<file path="config.mk">
export PLATFORM = sky130hd
export DESIGN_NAME = alu4_op_issue_flat
export DESIGN_NICKNAME = d
export VERILOG_FILES = /design/src/rtl/alu4_op_issue_if.sv /design/src/rtl/alu4_op_issue.sv /design/src/flat_wrapper.sv
export SDC_FILE = /design/constraint.sdc
export NUM_CORES = 1
export LEC_CHECK = 0
export ABC_CLOCK_PERIOD_IN_PS = 2700
export BUFFER_PORTS_ARGS = -buffer_cell sky130_fd_sc_hd__buf_2
export CAP_MARGIN = 20
export CELL_PAD_IN_SITES_DETAIL_PLACEMENT = 1
export CELL_PAD_IN_SITES_GLOBAL_PLACEMENT = 1
export CORE_UTILIZATION = 40
export CTS_CLUSTER_SIZE = 25
export DETAILED_ROUTE_END_ITERATION = 10
export PLACE_DENSITY = 0.72
export SKIP_CTS_REPAIR_TIMING = 1
export SLEW_MARGIN = 20
export SYNTH_ARGS = -nofsm -noshare
export SYNTH_HDL_FRONTEND = slang
export SYNTH_SLANG_ARGS = --single-unit
</file>
<file path="constraint.sdc">
create_clock -name clk -period 2.7 [get_ports clk]
set_clock_uncertainty 0.1 [all_clocks]
set_input_delay 0.54 -clock clk [delete_from_list [all_inputs] [get_ports clk]]
set_output_delay 0.54 -clock clk [all_outputs]
set_load 0.02 [all_outputs]
</file>
<file path="src/rtl/alu4_op_issue_if.sv">
// alu4_op_issue_if -- request/issue bus of alu4_op_issue.
//   master : upstream side (drives in_valid/in_op/in_a/in_b, observes the rest)
//   slave  : alu4_op_issue side
// Signals:
//   in_valid, in_ready, in_op[1:0], in_a[3:0], in_b[3:0]  request handshake
//   dec_enable, dec_select[1:0]                          2-to-4 decoder drive
//   opnd_a[3:0], opnd_b[3:0]                             operands of issued op
//   op_done, busy                                        completion / activity
interface alu4_op_issue_if;
   logic       in_valid;
   logic       in_ready;
   logic [1:0] in_op;
   logic [3:0] in_a;
   logic [3:0] in_b;
   logic       dec_enable;
   logic [1:0] dec_select;
   logic [3:0] opnd_a;
   logic [3:0] opnd_b;
   logic       op_done;
   logic       busy;

   modport master (
      output in_valid, in_op, in_a, in_b,
      input  in_ready, dec_enable, dec_select, opnd_a, opnd_b, op_done, busy
   );

   modport slave (
      input  in_valid, in_op, in_a, in_b,
      output in_ready, dec_enable, dec_select, opnd_a, opnd_b, op_done, busy
   );
endinterface

</file>
<file path="src/rtl/alu4_op_issue.sv">
// alu4_op_issue -- accepts 2-bit op + two 4-bit operands, issues each op to a
// 2-to-4 decoder for one cycle; op 2'b11 is followed by HOLD_CYCLES hold cycles.
// Ports:
//   clk    : clock, rising edge
//   rst_n  : asynchronous active-low reset
//   bus    : alu4_op_issue_if.slave (handshake, decoder drive, operands, status)
// Parameter:
//   HOLD_CYCLES : extra cycles after issue of op 2'b11 (1..15), default 3
// Configuration:
//   ALU4_ISSUE_FIFO_EN defined   -> 2-entry request FIFO, in_ready = not full
//   ALU4_ISSUE_FIFO_EN undefined -> single holding register, in_ready = empty
//                                   or being popped this cycle
module alu4_op_issue #(
   parameter int unsigned HOLD_CYCLES = 3
) (
   input  logic           clk,
   input  logic           rst_n,
   alu4_op_issue_if.slave bus
);

   typedef enum logic [1:0] {IDLE, ISSUE, HOLD} state_t;

   typedef struct packed {
      logic [1:0] op;
      logic [3:0] a;
      logic [3:0] b;
   } req_t;

   state_t     state, state_nx;
   req_t       in_req;
   req_t       head;
   req_t       iss;
   logic       stored;
   logic       push;
   logic       pop;
   logic [3:0] cnt;

   assign in_req = {bus.in_op, bus.in_a, bus.in_b};
   assign push   = bus.in_valid && bus.in_ready;

`ifdef ALU4_ISSUE_FIFO_EN
   req_t       mem [2];
   logic       wp, rp;
   logic [1:0] count;

   assign stored       = (count != 2'd0);
   assign head         = mem[rp];
   assign bus.in_ready = (count != 2'd2);

   // Storage array carries no reset; occupancy is tracked by count.
   always_ff @(posedge clk) begin
      if (push) mem[wp] <= in_req;
   end

   always_ff @(posedge clk or negedge rst_n) begin
      if (!rst_n) begin
         wp    <= 1'b0;
         rp    <= 1'b0;
         count <= 2'd0;
      end else begin
         if (push) wp <= ~wp;
         if (pop)  rp <= ~rp;
         unique case ({push, pop})
            2'b10:   count <= count + 2'd1;
            2'b01:   count <= count - 2'd1;
            default: count <= count;
         endcase
      end
   end
`else
   req_t hreg;
   logic hvalid;

   assign stored       = hvalid;
   assign head         = hreg;
   // A register being popped this cycle can be refilled on the same edge.
   assign bus.in_ready = !hvalid || pop;

   always_ff @(posedge clk or negedge rst_n) begin
      if (!rst_n) begin
         hreg   <= '0;
         hvalid <= 1'b0;
      end else if (push) begin
         hreg   <= in_req;
         hvalid <= 1'b1;
      end else if (pop) begin
         hvalid <= 1'b0;
      end
   end
`endif

   // State register
   always_ff @(posedge clk or negedge rst_n) begin
      if (!rst_n) state <= IDLE;
      else        state <= state_nx;
   end

   // Next state; pop is decided here since every pop coincides with entry
   // into ISSUE.
   always_comb begin
      state_nx = state;
      pop      = 1'b0;
      unique case (state)
         IDLE: begin
            if (stored) begin
               pop      = 1'b1;
               state_nx = ISSUE;
            end
         end
         ISSUE: begin
            if (iss.op == 2'b11) begin
               state_nx = HOLD;
            end else if (stored) begin
               pop      = 1'b1;
               state_nx = ISSUE;
            end else begin
               state_nx = IDLE;
            end
         end
         HOLD: begin
            if (cnt == 4'd0) begin
               if (stored) begin
                  pop      = 1'b1;
                  state_nx = ISSUE;
               end else begin
                  state_nx = IDLE;
               end
            end
         end
         default: state_nx = IDLE;
      endcase
   end

   // Issue registers and hold counter
   always_ff @(posedge clk or negedge rst_n) begin
      if (!rst_n) begin
         iss <= '0;
         cnt <= 4'd0;
      end else begin
         if (pop) iss <= head;
         if (state == ISSUE && iss.op == 2'b11)
            cnt <= 4'(HOLD_CYCLES - 1);
         else if (state == HOLD && cnt != 4'd0)
            cnt <= cnt - 4'd1;
      end
   end

   // Outputs
   always_comb begin
      bus.dec_enable = (state == ISSUE);
      bus.op_done    = (state == ISSUE && iss.op != 2'b11) ||
                       (state == HOLD && cnt == 4'd0);
      bus.busy       = (state != IDLE);
   end

   // Issue registers only change on pop, so these hold between issues.
   assign bus.dec_select = iss.op;
   assign bus.opnd_a     = iss.a;
   assign bus.opnd_b     = iss.b;

endmodule

</file>
<file path="src/flat_wrapper.sv">
// flat-port wrapper written by rule: the top's interface ports become plain ports
module alu4_op_issue_flat 
#(
   parameter int unsigned HOLD_CYCLES = 3
)
  (clk, rst_n, bus_in_valid, bus_in_op, bus_in_a, bus_in_b, bus_in_ready, bus_dec_enable, bus_dec_select, bus_opnd_a, bus_opnd_b, bus_op_done, bus_busy);
  alu4_op_issue_if bus_i ();
  input  logic clk;
  input  logic rst_n;
  input wire logic [$bits(bus_i.in_valid)-1:0] bus_in_valid;
  input wire logic [$bits(bus_i.in_op)-1:0] bus_in_op;
  input wire logic [$bits(bus_i.in_a)-1:0] bus_in_a;
  input wire logic [$bits(bus_i.in_b)-1:0] bus_in_b;
  output wire logic [$bits(bus_i.in_ready)-1:0] bus_in_ready;
  output wire logic [$bits(bus_i.dec_enable)-1:0] bus_dec_enable;
  output wire logic [$bits(bus_i.dec_select)-1:0] bus_dec_select;
  output wire logic [$bits(bus_i.opnd_a)-1:0] bus_opnd_a;
  output wire logic [$bits(bus_i.opnd_b)-1:0] bus_opnd_b;
  output wire logic [$bits(bus_i.op_done)-1:0] bus_op_done;
  output wire logic [$bits(bus_i.busy)-1:0] bus_busy;
  assign bus_i.in_valid = bus_in_valid;
  assign bus_i.in_op = bus_in_op;
  assign bus_i.in_a = bus_in_a;
  assign bus_i.in_b = bus_in_b;
  assign bus_in_ready = bus_i.in_ready;
  assign bus_dec_enable = bus_i.dec_enable;
  assign bus_dec_select = bus_i.dec_select;
  assign bus_opnd_a = bus_i.opnd_a;
  assign bus_opnd_b = bus_i.opnd_b;
  assign bus_op_done = bus_i.op_done;
  assign bus_busy = bus_i.busy;
  alu4_op_issue #(.HOLD_CYCLES(HOLD_CYCLES)) u_core (.clk(clk), .rst_n(rst_n), .bus(bus_i));
endmodule
</file>
; Word level (Yosys, flattened, before mapping)
; Index checks and enable logic that the tools add are counted.
[word_totals]
in_bits = 13
output_inout_bits = 14
latch_bits = 0
rom_bits = 0
register_bits = 27
mem_count = 0
mem_bits_rw = 0
[classes]
addsub = 1
div_mod_pow = 0
n_shift = 0
eq_ne = 6
muxes = 13
reduce_logical = 15
bitwise_logic = 0
n_lt_le_gt_ge = 0
n_mul = 0
[ops]
columns = cell, count
row1 = $mux W4, 2
row2 = $mux W1, 6
row3 = $mux W2, 3
row4 = $pmux W2 S3, 1
row5 = $reduce_bool A2 Y1, 3
row6 = $logic_and A1 B1 Y1, 5
row7 = $eq A2 B2 Y1 const B, 2
row8 = $logic_not A4 Y1, 1
row9 = $ne A2 B1 Y1 const B, 2
row10 = $reduce_bool A4 Y1, 1
row11 = $sub A4 B1 Y4 const B, 1
row12 = $pmux W1 S3, 1
row13 = $eq A2 B1 Y1 const B, 1
row14 = $logic_not A2 Y1, 1
row15 = $logic_or A1 B1 Y1, 2
row16 = $ne A2 B2 Y1 const B, 1
row17 = $reduce_and A2 Y1, 1
row18 = $logic_not A1 Y1, 1

; Longest topological paths before layout
; Gate-level depths: netlist (run 1).
[logic_depth]
ltp_word = 6
mapped_depth = 6
depth_no_buf = 6

; Worst setup path before layout (run 1)
; No wires, ideal clock.
[synth_path]
kind = reg-to-output
startpoint = register u_core.cnt[0]
endpoint = output port bus_op_done
path_buffers = 0
path_slack_ps = 682
t_arrival_ps = 1378
t_required_ps = 2060
stages_incl_launch_ff = 6
cell_sequence = dfrtp_1 -> inv_1 -> ha_1 -> nor3b_2 -> nand2_1 -> o21ai_0
[synth_between]
elab_chain_cells = 3
[synth_lines]
columns = item, line_no
row1 = "start, declared", alu4_op_issue.sv:36  ; logic [3:0] cnt;
row2 = "start signal, assigned", alu4_op_issue.sv:142  ; cnt <= 4'(HOLD_CYCLES - 1);
row3 = "start signal, assigned", alu4_op_issue.sv:144  ; cnt <= cnt - 4'd1;
row4 = $logic_not A4 Y1, alu4_op_issue.sv:152  ; (state == HOLD && cnt == 4'd0);
row5 = $logic_and A1 B1 Y1, alu4_op_issue.sv:152
row6 = $logic_or A1 B1 Y1, alu4_op_issue.sv:151  ; bus.op_done = (state == ISSUE && iss.op != 2'b11) ||
row7 = "end, declared", flat_wrapper.sv:19  ; output wire logic [$bits(bus_i.op_done)-1:0] bus_op_done;
; Every way passes these cells.

; Final worst setup path (run 1)
[layout_path]
startpoint = register u_core.cnt[0]
endpoint = output port bus_in_ready
[layout_between]
elab_chain_cells = 4
[layout_lines]
columns = item, line_no
row1 = $logic_not A4 Y1, alu4_op_issue.sv:121  ; if (cnt == 4'd0) begin
row2 = $mux W1, alu4_op_issue.sv:121
row3 = $pmux W1 S3, alu4_op_issue.sv:103  ; unique case (state)
row4 = $logic_or A1 B1 Y1, alu4_op_issue.sv:77  ; assign bus.in_ready = !hvalid || pop;
row5 = "end, declared", flat_wrapper.sv:14  ; output wire logic [$bits(bus_i.in_ready)-1:0] bus_in_ready;
; Every way passes these cells.

==> report_table.html, run 1 <==
<table>
<tr><th>Metric</th><th>Value</th></tr>
<tr><th colspan="2">CTS</th></tr>
<tr><td>Master cell of the clock root buffer</td><td>sky130_fd_sc_hd__clkbuf_4</td></tr>
<tr><td>TritonCTS Sinks</td><td>27</td></tr>
<tr><td>Clock insertion delay at the later pin of the skew report</td><td>0.31 ns</td></tr>
<tr><td>Reg clk slew, reported paths</td><td>0.14 ns</td></tr>
<tr><td>Clock tree from TritonCTS</td><td>done</td></tr>
<tr><td>Deepest clock path buffer count</td><td>2</td></tr>
<tr><td>TritonCTS buffer count</td><td>3</td></tr>
<tr><td>Number of levels in the clock H-tree</td><td>1</td></tr>
<tr><th colspan="2">Final layout</th></tr>
<tr><td>Layout cells sized above 1</td><td>52.25%</td></tr>
<tr><td>Signed area change from the synthesized netlist to the final layout</td><td>17.50%</td></tr>
<tr><td>Final non-filler cell total</td><td>141</td></tr>
<tr><td>Total area of sequential cells</td><td>675.6 sq um</td></tr>
<tr><td>Final design instance area without fill</td><td>1328 sq um</td></tr>
<tr><td>Multi-input gate area</td><td>434.2 sq um</td></tr>
<tr><td>Number of nets in the layout</td><td>127</td></tr>
<tr><td>Count of fill cells added during filler insertion</td><td>282</td></tr>
<tr><td>Count of inserted antenna diode cells</td><td>0</td></tr>
<tr><th colspan="2">Floorplanning</th></tr>
<tr><td>Cell Rows</td><td>18</td></tr>
<tr><td>Starting Density</td><td>44.01%</td></tr>
<tr><td>Area of the placeable core</td><td>2567 sq um</td></tr>
<tr><td>Die extent in y</td><td>55.15 um</td></tr>
<tr><td>Floorplan die area</td><td>3041 sq um</td></tr>
<tr><td>Number of primary I/O pins</td><td>27</td></tr>
<tr><td>Overall die width</td><td>55.15 um</td></tr>
<tr><th colspan="2">Setup path</th></tr>
<tr><td>Critical path class</td><td>reg -&gt; out</td></tr>
<tr><td>Category of the worst setup path launch point</td><td>flop</td></tr>
<tr><td>Critical path peak fanout</td><td>5</td></tr>
<tr><td>Arrival time at the worst endpoint</td><td>1.81 ns</td></tr>
<tr><td>Slowest stage delay, CP</td><td>0.41 ns</td></tr>
<tr><td>Element type at the critical path end</td><td>output pin</td></tr>
<tr><td>CP Cell Sequence</td><td>inv_1 -&gt; ha_1 -&gt; nor3b_2 -&gt; o221a_2 -&gt; nand2b_1 -&gt; buf_2</td></tr>
<tr><td>Buffer and inverter count on the worst path</td><td>2</td></tr>
<tr><td>Critical path's slowest cell</td><td>sky130_fd_sc_hd__dfrtp_1</td></tr>
<tr><td>Worst endpoint required time</td><td>2.06 ns</td></tr>
<tr><td>CP delay by family, top</td><td>flip-flops</td></tr>
<tr><th colspan="2">Power and ir drop</th></tr>
<tr><td>Pleak</td><td>0.6395 nW</td></tr>
<tr><td>Total power divided by cell area</td><td>1267 nW/um^2</td></tr>
<tr><td>Worst supply voltage drop on vdd</td><td>771.3 uV</td></tr>
<tr><td>Power after layout</td><td>0.001683 W</td></tr>
<tr><th colspan="2">Drt</th></tr>
<tr><td>Count of antenna-violating nets left after detailed routing</td><td>0</td></tr>
<tr><td>Average vias per placed instance</td><td>5.199</td></tr>
<tr><td>Sum of routed wire length over all layers</td><td>2.056 mm</td></tr>
<tr><td>Total via count after detailed routing</td><td>733</td></tr>
<tr><td>DRC violation count after routing</td><td>0</td></tr>
<tr><td>Starting DRC count in detailed routing</td><td>2</td></tr>
<tr><td>Average wire per standard cell</td><td>14.58 um</td></tr>
<tr><td>Count of TritonRoute iterations in the first routing pass</td><td>2</td></tr>
<tr><th colspan="2">Place</th></tr>
<tr><td>DP Area</td><td>1300 sq um</td></tr>
<tr><td># port buffers</td><td>26</td></tr>
<tr><td>Placed Cells incl. Taps</td><td>137</td></tr>
<tr><td>Post-detailed-placement half-perimeter wirelength</td><td>1.617 mm</td></tr>
<tr><td>Post-place setup slack</td><td>0.6008 ns</td></tr>
<tr><td>GP Congestion</td><td>0.6781</td></tr>
<tr><th colspan="2">Global route</th></tr>
<tr><td>GRT Resource Usage Total</td><td>16.04%</td></tr>
<tr><td>Initial antenna violation count</td><td>0</td></tr>
<tr><td>Met1 Use GR</td><td>19.16%</td></tr>
<tr><td>Total gr overflow</td><td>0</td></tr>
<tr><td>Busiest layer in global routing</td><td>met2</td></tr>
<tr><td>Met3 global-route usage</td><td>3.825%</td></tr>
<tr><td>Pin count of the biggest net entering global routing</td><td>28</td></tr>
<tr><td>Global-route wire length before repair</td><td>3.298 mm</td></tr>
<tr><td>Met2 global-route usage</td><td>28.31%</td></tr>
<tr><td>Vias in the first global route</td><td>717</td></tr>
<tr><th colspan="2">STA</th></tr>
<tr><td>Pins Over Slew Limit</td><td>0</td></tr>
<tr><td>Final hold violations</td><td>0</td></tr>
<tr><td>Final period demand of the worst path</td><td>2.450 ns</td></tr>
<tr><td>Maximum operating frequency</td><td>408.1 MHz</td></tr>
<tr><td>Final period utilization</td><td>90.75%</td></tr>
<tr><td>Worst-margin pin slew</td><td>0.5866 ns</td></tr>
<tr><td>Setup repair after global routing missed its margin</td><td>false</td></tr>
<tr><td>Final setup violating endpoints</td><td>0</td></tr>
<tr><td>Relative slew margins</td><td>60.78%</td></tr>
<tr><td>Setup TNS</td><td>0 ns</td></tr>
<tr><td>Worst Slack Setup Final</td><td>0.2498 ns</td></tr>
<tr><th colspan="2">Yosys</th></tr>
<tr><td>Top cells by area, synth</td><td>sky130_fd_sc_hd__dfrtp_1, sky130_fd_sc_hd__mux2_2, sky130_fd_sc_hd__nand2_1, sky130_fd_sc_hd__ha_1, sky130_fd_sc_hd__mux2i_1</td></tr>
<tr><td>Synth top area share</td><td>59.80%</td></tr>
<tr><td>Syn Std Cell Area</td><td>1130 sq um</td></tr>
<tr><td>Number of flip-flops and latches in the synthesized netlist</td><td>27</td></tr>
<tr><td>Register area share after synthesis</td><td>59.80%</td></tr>
<tr><td>Number of warnings printed during yosys synthesis</td><td>0</td></tr>
<tr><td>Synthesized Nets</td><td>96</td></tr>
<tr><td>Biggest area consumer among synthesized cells</td><td>sky130_fd_sc_hd__dfrtp_1</td></tr>
<tr><td>Distinct cell type count after synthesis</td><td>23</td></tr>
<tr><td>Mean cell area of the mapped netlist</td><td>13.95 sq um</td></tr>
<tr><td>Post-synthesis instance total</td><td>81</td></tr>
<tr><th colspan="2">Run status</th></tr>
<tr><td>Result of the run</td><td>finished clean</td></tr>
<tr><th colspan="2">Run</th></tr>
<tr><td>Max-capacitance violation count</td><td>0</td></tr>
<tr><th colspan="2">Min path</th></tr>
<tr><td>Min-Delay Path Class</td><td>in -&gt; async</td></tr>
</table>
==> where the power goes <==
| part | internal, W | switching (W) |
|---|---|---|
| Combinational | 0.000379 | 0.000412 |
| Clock | 0.0000553 | 0.000110 |
| Sequential | 0.000599 | 0.000126 |
==> cells in the mapped netlist <==
cell type / count
sky130_fd_sc_hd__or3_4: 1
sky130_fd_sc_hd__inv_1: 3
sky130_fd_sc_hd__or4_4: 1
sky130_fd_sc_hd__a21oi_1: 1
sky130_fd_sc_hd__inv_2: 1
sky130_fd_sc_hd__buf_2: 1
sky130_fd_sc_hd__xnor2_1: 1
sky130_fd_sc_hd__nand3_1: 1
sky130_fd_sc_hd__o21ai_0: 1
sky130_fd_sc_hd__nand3b_1: 1
sky130_fd_sc_hd__o221a_2: 1
sky130_fd_sc_hd__o211ai_2: 1
sky130_fd_sc_hd__ha_1: 2
sky130_fd_sc_hd__mux2i_1: 2
sky130_fd_sc_hd__nand2b_1: 2
sky130_fd_sc_hd__nor3_1: 1
sky130_fd_sc_hd__and2b_2: 1
sky130_fd_sc_hd__mux2_2: 20
sky130_fd_sc_hd__and2_1: 1
sky130_fd_sc_hd__dfrtp_1: 27
sky130_fd_sc_hd__o211ai_1: 1
sky130_fd_sc_hd__nand2_1: 9
sky130_fd_sc_hd__nor3b_2: 1
==> registers in the layout (all words and copies together) (netlist names) <==
signal / count
u_core.state: 2
u_core.bus.opnd_b: 4
u_core.head: 10
u_core.cnt: 4
u_core.hvalid: 1
u_core.bus.dec_select: 2
u_core.bus.opnd_a: 4
==> cell families (layout without fill, tap and decap cells) <==
kind of cell    after synthesis  in the layout  synth area share, %
compound gates                5              5                3.654
fa+ha+maj                     2              2                2.214
xor+xnor                      1              1               0.7753
buf+inv                       5             35                1.771
mux                          22             22                21.71
flops                        27             27                59.80
simple gates                 19             19                10.08
==> metal layers <==
metal	routed length (um)	vias to the layer above
met4	15	0
met2	1057	17
li1	-	341
met3	83	2
met5	0	-
met1	899	373
==> cell type report <==
cell class | count | area share (%)
well taps | 30 | 2.828
repair buffers | 27 | 10.37
clock buffers | 3 | 1.697
flip-flops and latches | 27 | 50.90
inverters | 4 | 1.131
multi-input cells | 49 | 32.71
clock inverters | 1 | 0.3770
==> layout by cell type, fill, tap and decap left out, drive strengths merged, types with 2 or more instances in the layout <==
cell	n
o211ai	2
nand2b	2
dfrtp	27
mux2	20
nand2	9
mux2i	2
ha	2
buf	27
clkbuf	3
inv	4
==> per-stage QoR <==
stage | utilization (%) | hold slack [ns]
floorplan | - | 0.1444
global placement | 50.63 | 0.3816
detailed placement | 50.63 | 0.3905
CTS | 51.71 | 0.1078
global route | 51.71 | 0.1292
finish | 51.71 | 0.1006
==> worst paths after layout <==
path	start	to	slack [ns]	cells past startpoint
max reg2reg	u_core.cnt[0]	u_core.head[6]	0.72	6
min in group clk	bus_in_a[3]	u_core.head[7]	0.35	2
max in group asynchronous	rst_n	u_core.bus.dec_select[1]	2.03	1
min	rst_n	u_core.head[5]	0.10	1
max	u_core.cnt[0]	bus_in_ready	0.25	6
min reg2reg	u_core.head[2]	u_core.head[2]	0.42	1
No activity file was read; power rests on OpenSTA's default activity.
==> inputs of run 2 (changes only) <==
- CORE_ASPECT_RATIO: not set -> 1.1
==> run 2 against run 1 <==
  * Routed wire length shrank 4.1%
  * Die area is essentially flat
  * Fmax grew 0.15%
  * Via count shrank 0.41%
  * Final area is the same
  * Combinational power is essentially flat
  * Utilization shrank 0.47 points
  * Non-clock buffer count is the same
  * Hold slack gained 0.00091 ns
  * Sequential share of layout area is the same
  * Flip-flop and latch count is the same
  * Worst setup slack gained 0.0037 ns
  * Critical endpoint unchanged
==> report_table.html, run 2 (same netlist as run 1, synthesis figures left out) <==
<table>
<tr><th>Metric</th><th>Value</th></tr>
<tr><th colspan="2">Setup path</th></tr>
<tr><td>Worst endpoint required time</td><td>2.06 ns (about the same)</td></tr>
<tr><td>Startpoint of the worst-slack reg-to-reg timing path</td><td>u_core.cnt[0]</td></tr>
<tr><td>Critical register-to-register path endpoint</td><td>u_core.head[8]</td></tr>
<tr><td>Worst reg-to-reg setup slack</td><td>0.73 ns (about the same)</td></tr>
<tr><td>Arrival time at the worst endpoint</td><td>1.81 ns (about the same)</td></tr>
<tr><td>Element type at the critical path end</td><td>output pin</td></tr>
<tr><td>R2R cell count</td><td>6 (unchanged)</td></tr>
<tr><td>Category of the worst setup path launch point</td><td>flop</td></tr>
<tr><td>Critical path class</td><td>reg -&gt; out</td></tr>
<tr><td>Critical path peak fanout</td><td>5 (unchanged)</td></tr>
<tr><th colspan="2">Place</th></tr>
<tr><td>Post-detailed-placement half-perimeter wirelength</td><td>1.530 mm (-5.4%)</td></tr>
<tr><td>GP Congestion</td><td>0.7222 (+6.5%)</td></tr>
<tr><td># port buffers</td><td>26 (unchanged)</td></tr>
<tr><th colspan="2">STA</th></tr>
<tr><td>Pins Over Slew Limit</td><td>0 (unchanged)</td></tr>
<tr><td>Final hold violations</td><td>0 (unchanged)</td></tr>
<tr><td>Setup repair after global routing missed its margin</td><td>false</td></tr>
<tr><td>Setup TNS</td><td>0 ns (unchanged)</td></tr>
<tr><td>Final period utilization</td><td>90.61% (-0.14 points)</td></tr>
<tr><td>Final setup violating endpoints</td><td>0 (unchanged)</td></tr>
<tr><td>Final hold slack</td><td>0.1015 ns (+0.0009070 ns)</td></tr>
<tr><td>Relative slew margins</td><td>61.53% (+0.75 points)</td></tr>
<tr><td>Final period demand of the worst path</td><td>2.446 ns (-0.003741 ns)</td></tr>
<tr><td>Maximum operating frequency</td><td>408.8 MHz (+0.15%)</td></tr>
<tr><td>Worst-margin pin slew</td><td>0.5754 ns (-0.01121 ns)</td></tr>
<tr><th colspan="2">Final layout</th></tr>
<tr><td>Commonest cells after routing, fill and taps aside</td><td>sky130_fd_sc_hd__dfrtp_1, sky130_fd_sc_hd__buf_2, sky130_fd_sc_hd__mux2_2, sky130_fd_sc_hd__nand2_1</td></tr>
<tr><td>Most common library cell in the layout ignoring fill and taps</td><td>sky130_fd_sc_hd__dfrtp_1</td></tr>
<tr><td>Count of fill cells added during filler insertion</td><td>292 (+3.5%)</td></tr>
<tr><td>Flip-flop count of the largest register, all copies and words added</td><td>10 (unchanged)</td></tr>
<tr><td>Signed area change from the synthesized netlist to the final layout</td><td>17.50% (unchanged)</td></tr>
<tr><td>Number of nets in the layout</td><td>127 (unchanged)</td></tr>
<tr><td>Count of inserted antenna diode cells</td><td>0 (unchanged)</td></tr>
<tr><td>Layout cells sized above 1</td><td>51.35% (-0.90 points)</td></tr>
<tr><th colspan="2">Drt</th></tr>
<tr><td>Count of TritonRoute iterations in the first routing pass</td><td>2 (unchanged)</td></tr>
<tr><td>Starting DRC count in detailed routing</td><td>5 (+3)</td></tr>
<tr><td>Sum of routed wire length over all layers</td><td>1.972 mm (-4.1%)</td></tr>
<tr><td>Total via count after detailed routing</td><td>730 (-0.41%)</td></tr>
<tr><td>Count of antenna-violating nets left after detailed routing</td><td>0 (unchanged)</td></tr>
<tr><td>DRC violation count after routing</td><td>0 (unchanged)</td></tr>
<tr><td>Average wire per standard cell</td><td>13.89 um (-4.8%)</td></tr>
<tr><td>Average vias per placed instance</td><td>5.141 (-1.1%)</td></tr>
<tr><th colspan="2">Floorplanning</th></tr>
<tr><td>Cell Rows</td><td>19 (+1)</td></tr>
<tr><td>Number of primary I/O pins</td><td>27 (unchanged)</td></tr>
<tr><td>Floorplan die area</td><td>3041 sq um (about the same)</td></tr>
<tr><td>Starting Density</td><td>43.60% (-0.40 points)</td></tr>
<tr><td>Area of the placeable core</td><td>2591 sq um (+0.93%)</td></tr>
<tr><td>Die extent in y</td><td>57.74 um (+4.7%)</td></tr>
<tr><td>Overall die width</td><td>52.68 um (-4.5%)</td></tr>
<tr><th colspan="2">CTS</th></tr>
<tr><td>Master cell of the clock root buffer</td><td>sky130_fd_sc_hd__clkbuf_4</td></tr>
<tr><td>Reg clk slew, reported paths</td><td>0.13 ns (about the same)</td></tr>
<tr><td>TritonCTS Sinks</td><td>27 (unchanged)</td></tr>
<tr><td>Deepest clock path buffer count</td><td>2 (unchanged)</td></tr>
<tr><td>Clock tree from TritonCTS</td><td>done</td></tr>
<tr><td>TritonCTS buffer count</td><td>3 (unchanged)</td></tr>
<tr><td>Clock insertion delay at the later pin of the skew report</td><td>0.31 ns (about the same)</td></tr>
<tr><td>Number of levels in the clock H-tree</td><td>1 (unchanged)</td></tr>
<tr><th colspan="2">Global route</th></tr>
<tr><td>Total gr overflow</td><td>0 (unchanged)</td></tr>
<tr><td>Vias in the first global route</td><td>753 (+5.0%)</td></tr>
<tr><td>Pin count of the biggest net entering global routing</td><td>28 (unchanged)</td></tr>
<tr><td>Initial antenna violation count</td><td>0 (unchanged)</td></tr>
<tr><td>GRT Resource Usage Total</td><td>15.11% (-0.93 points)</td></tr>
<tr><td>Global-route wire length before repair</td><td>3.318 mm (+0.61%)</td></tr>
<tr><th colspan="2">Run</th></tr>
<tr><td>Max-capacitance violation count</td><td>0 (unchanged)</td></tr>
<tr><th colspan="2">Power and ir drop</th></tr>
<tr><td>Worst supply voltage drop on vdd</td><td>705.7 uV (-8.5%)</td></tr>
<tr><td>Portion of total power attributed to the clock network</td><td>9.7% (about the same)</td></tr>
<tr><td>Total power divided by cell area</td><td>1263 nW/um^2 (-0.34%)</td></tr>
<tr><td>Pleak</td><td>0.6367 nW (-0.43%)</td></tr>
<tr><td>Sequential cell fraction of total power</td><td>43.0% (about the same)</td></tr>
<tr><td>Cell internal pwr</td><td>0.001036 W (+0.23%)</td></tr>
<tr><td>Switching power of the nets</td><td>0.0006408 W (-1.3%)</td></tr>
<tr><td>Combinational share of power</td><td>47.3% (+0.3 points)</td></tr>
<tr><td>Share of total power consumed by net switching</td><td>38.22% (-0.35 points)</td></tr>
<tr><th colspan="2">Run status</th></tr>
<tr><td>Result of the run</td><td>finished clean</td></tr>
<tr><th colspan="2">Min path</th></tr>
<tr><td>Min-Delay Path Class</td><td>in -&gt; async</td></tr>
</table>
-- run 2: changes by cell type in the layout (fill, tap and decap cells not counted), sizes merged --
cell / previous run / this run
clkinv: 1 / 0
clkbuf: 3 / 4
-- run 2: worst max-delay path, cell delays in order, from the launching register on --
cell and delay (ns):
sky130_fd_sc_hd__dfrtp_1 0.40, sky130_fd_sc_hd__inv_1 0.11, sky130_fd_sc_hd__ha_1 0.16, sky130_fd_sc_hd__nor3b_2 0.28
sky130_fd_sc_hd__o221a_2 0.26, sky130_fd_sc_hd__nand2b_1 0.12, sky130_fd_sc_hd__buf_2 0.17
-- run 2: worst max-delay path by stage --
| stage | startpoint | endpoint | slack [ns] | cells past startpoint |
|---|---|---|---|---|
| after floorplan | u_core.cnt[0] | bus_op_done | 0.68 | 5 |
| after global placement | u_core.cnt[0] | bus_in_ready | 0.68 | 6 |
| after detailed placement | u_core.cnt[0] | bus_in_ready | 0.60 | 6 |
| after CTS | u_core.cnt[0] | bus_in_ready | 0.23 | 6 |
| after global routing | u_core.cnt[0] | bus_in_ready | 0.11 | 6 |
| final | u_core.cnt[0] | bus_in_ready | 0.25 | 6 |
-- run 2: per-stage QoR --
| stage | instances | setup slack [ns] | instance area, sq um | utilization (%) | power (W) |
|---|---|---|---|---|---|
| 2_1_floorplan | 81 | 0.6825 | 1130 | - | 0.001287 |
| 3_3_place_gp | 138 | 0.6798 | 1301 | 50.22 | 0.001495 |
| 3_5_place_dp | 138 | 0.5957 | 1301 | 50.22 | 0.001542 |
| 4_1_cts | 142 | 0.2275 | 1328 | 51.23 | 0.001706 |
| 5_1_grt | 142 | 0.1106 | 1328 | 51.23 | 0.001806 |
| 6_report | 142 | 0.2535 | 1328 | 51.23 | 0.001677 |
-- run 2: routing by layer --
metal | vias to the layer above | track usage, % | wire length, um
li1 | 347 | - | -
met1 | 363 | 19.37 | 858
met3 | 2 | 4.199 | 97
met2 | 18 | 24.77 | 998
met5 | - | 0 | 0
met4 | 0 | 4.511 | 17
-- run 2: final cells by class --
type	instances	area, sq um	area share [%]
well taps	31	38.79	2.922
inverters	4	15.01	1.131
repair buffers	27	137.6	10.37
multi-input cells	49	434.2	32.71
clock buffers	4	26.28	1.979
flip-flops and latches	27	675.6	50.90
-- run 2: power groups by stage --
stage / Clock [W] / Sequential (W) / Combinational, W
6_report: 0.000162 / 0.000721 / 0.000794
5_1_grt: 0.000190 / 0.000746 / 0.000870
4_1_cts: 0.000172 / 0.000725 / 0.000809
3_5_place_dp: 0 / 0.000733 / 0.000810
3_3_place_gp: 0 / 0.000718 / 0.000777
2_1_floorplan: 0 / 0.000801 / 0.000487
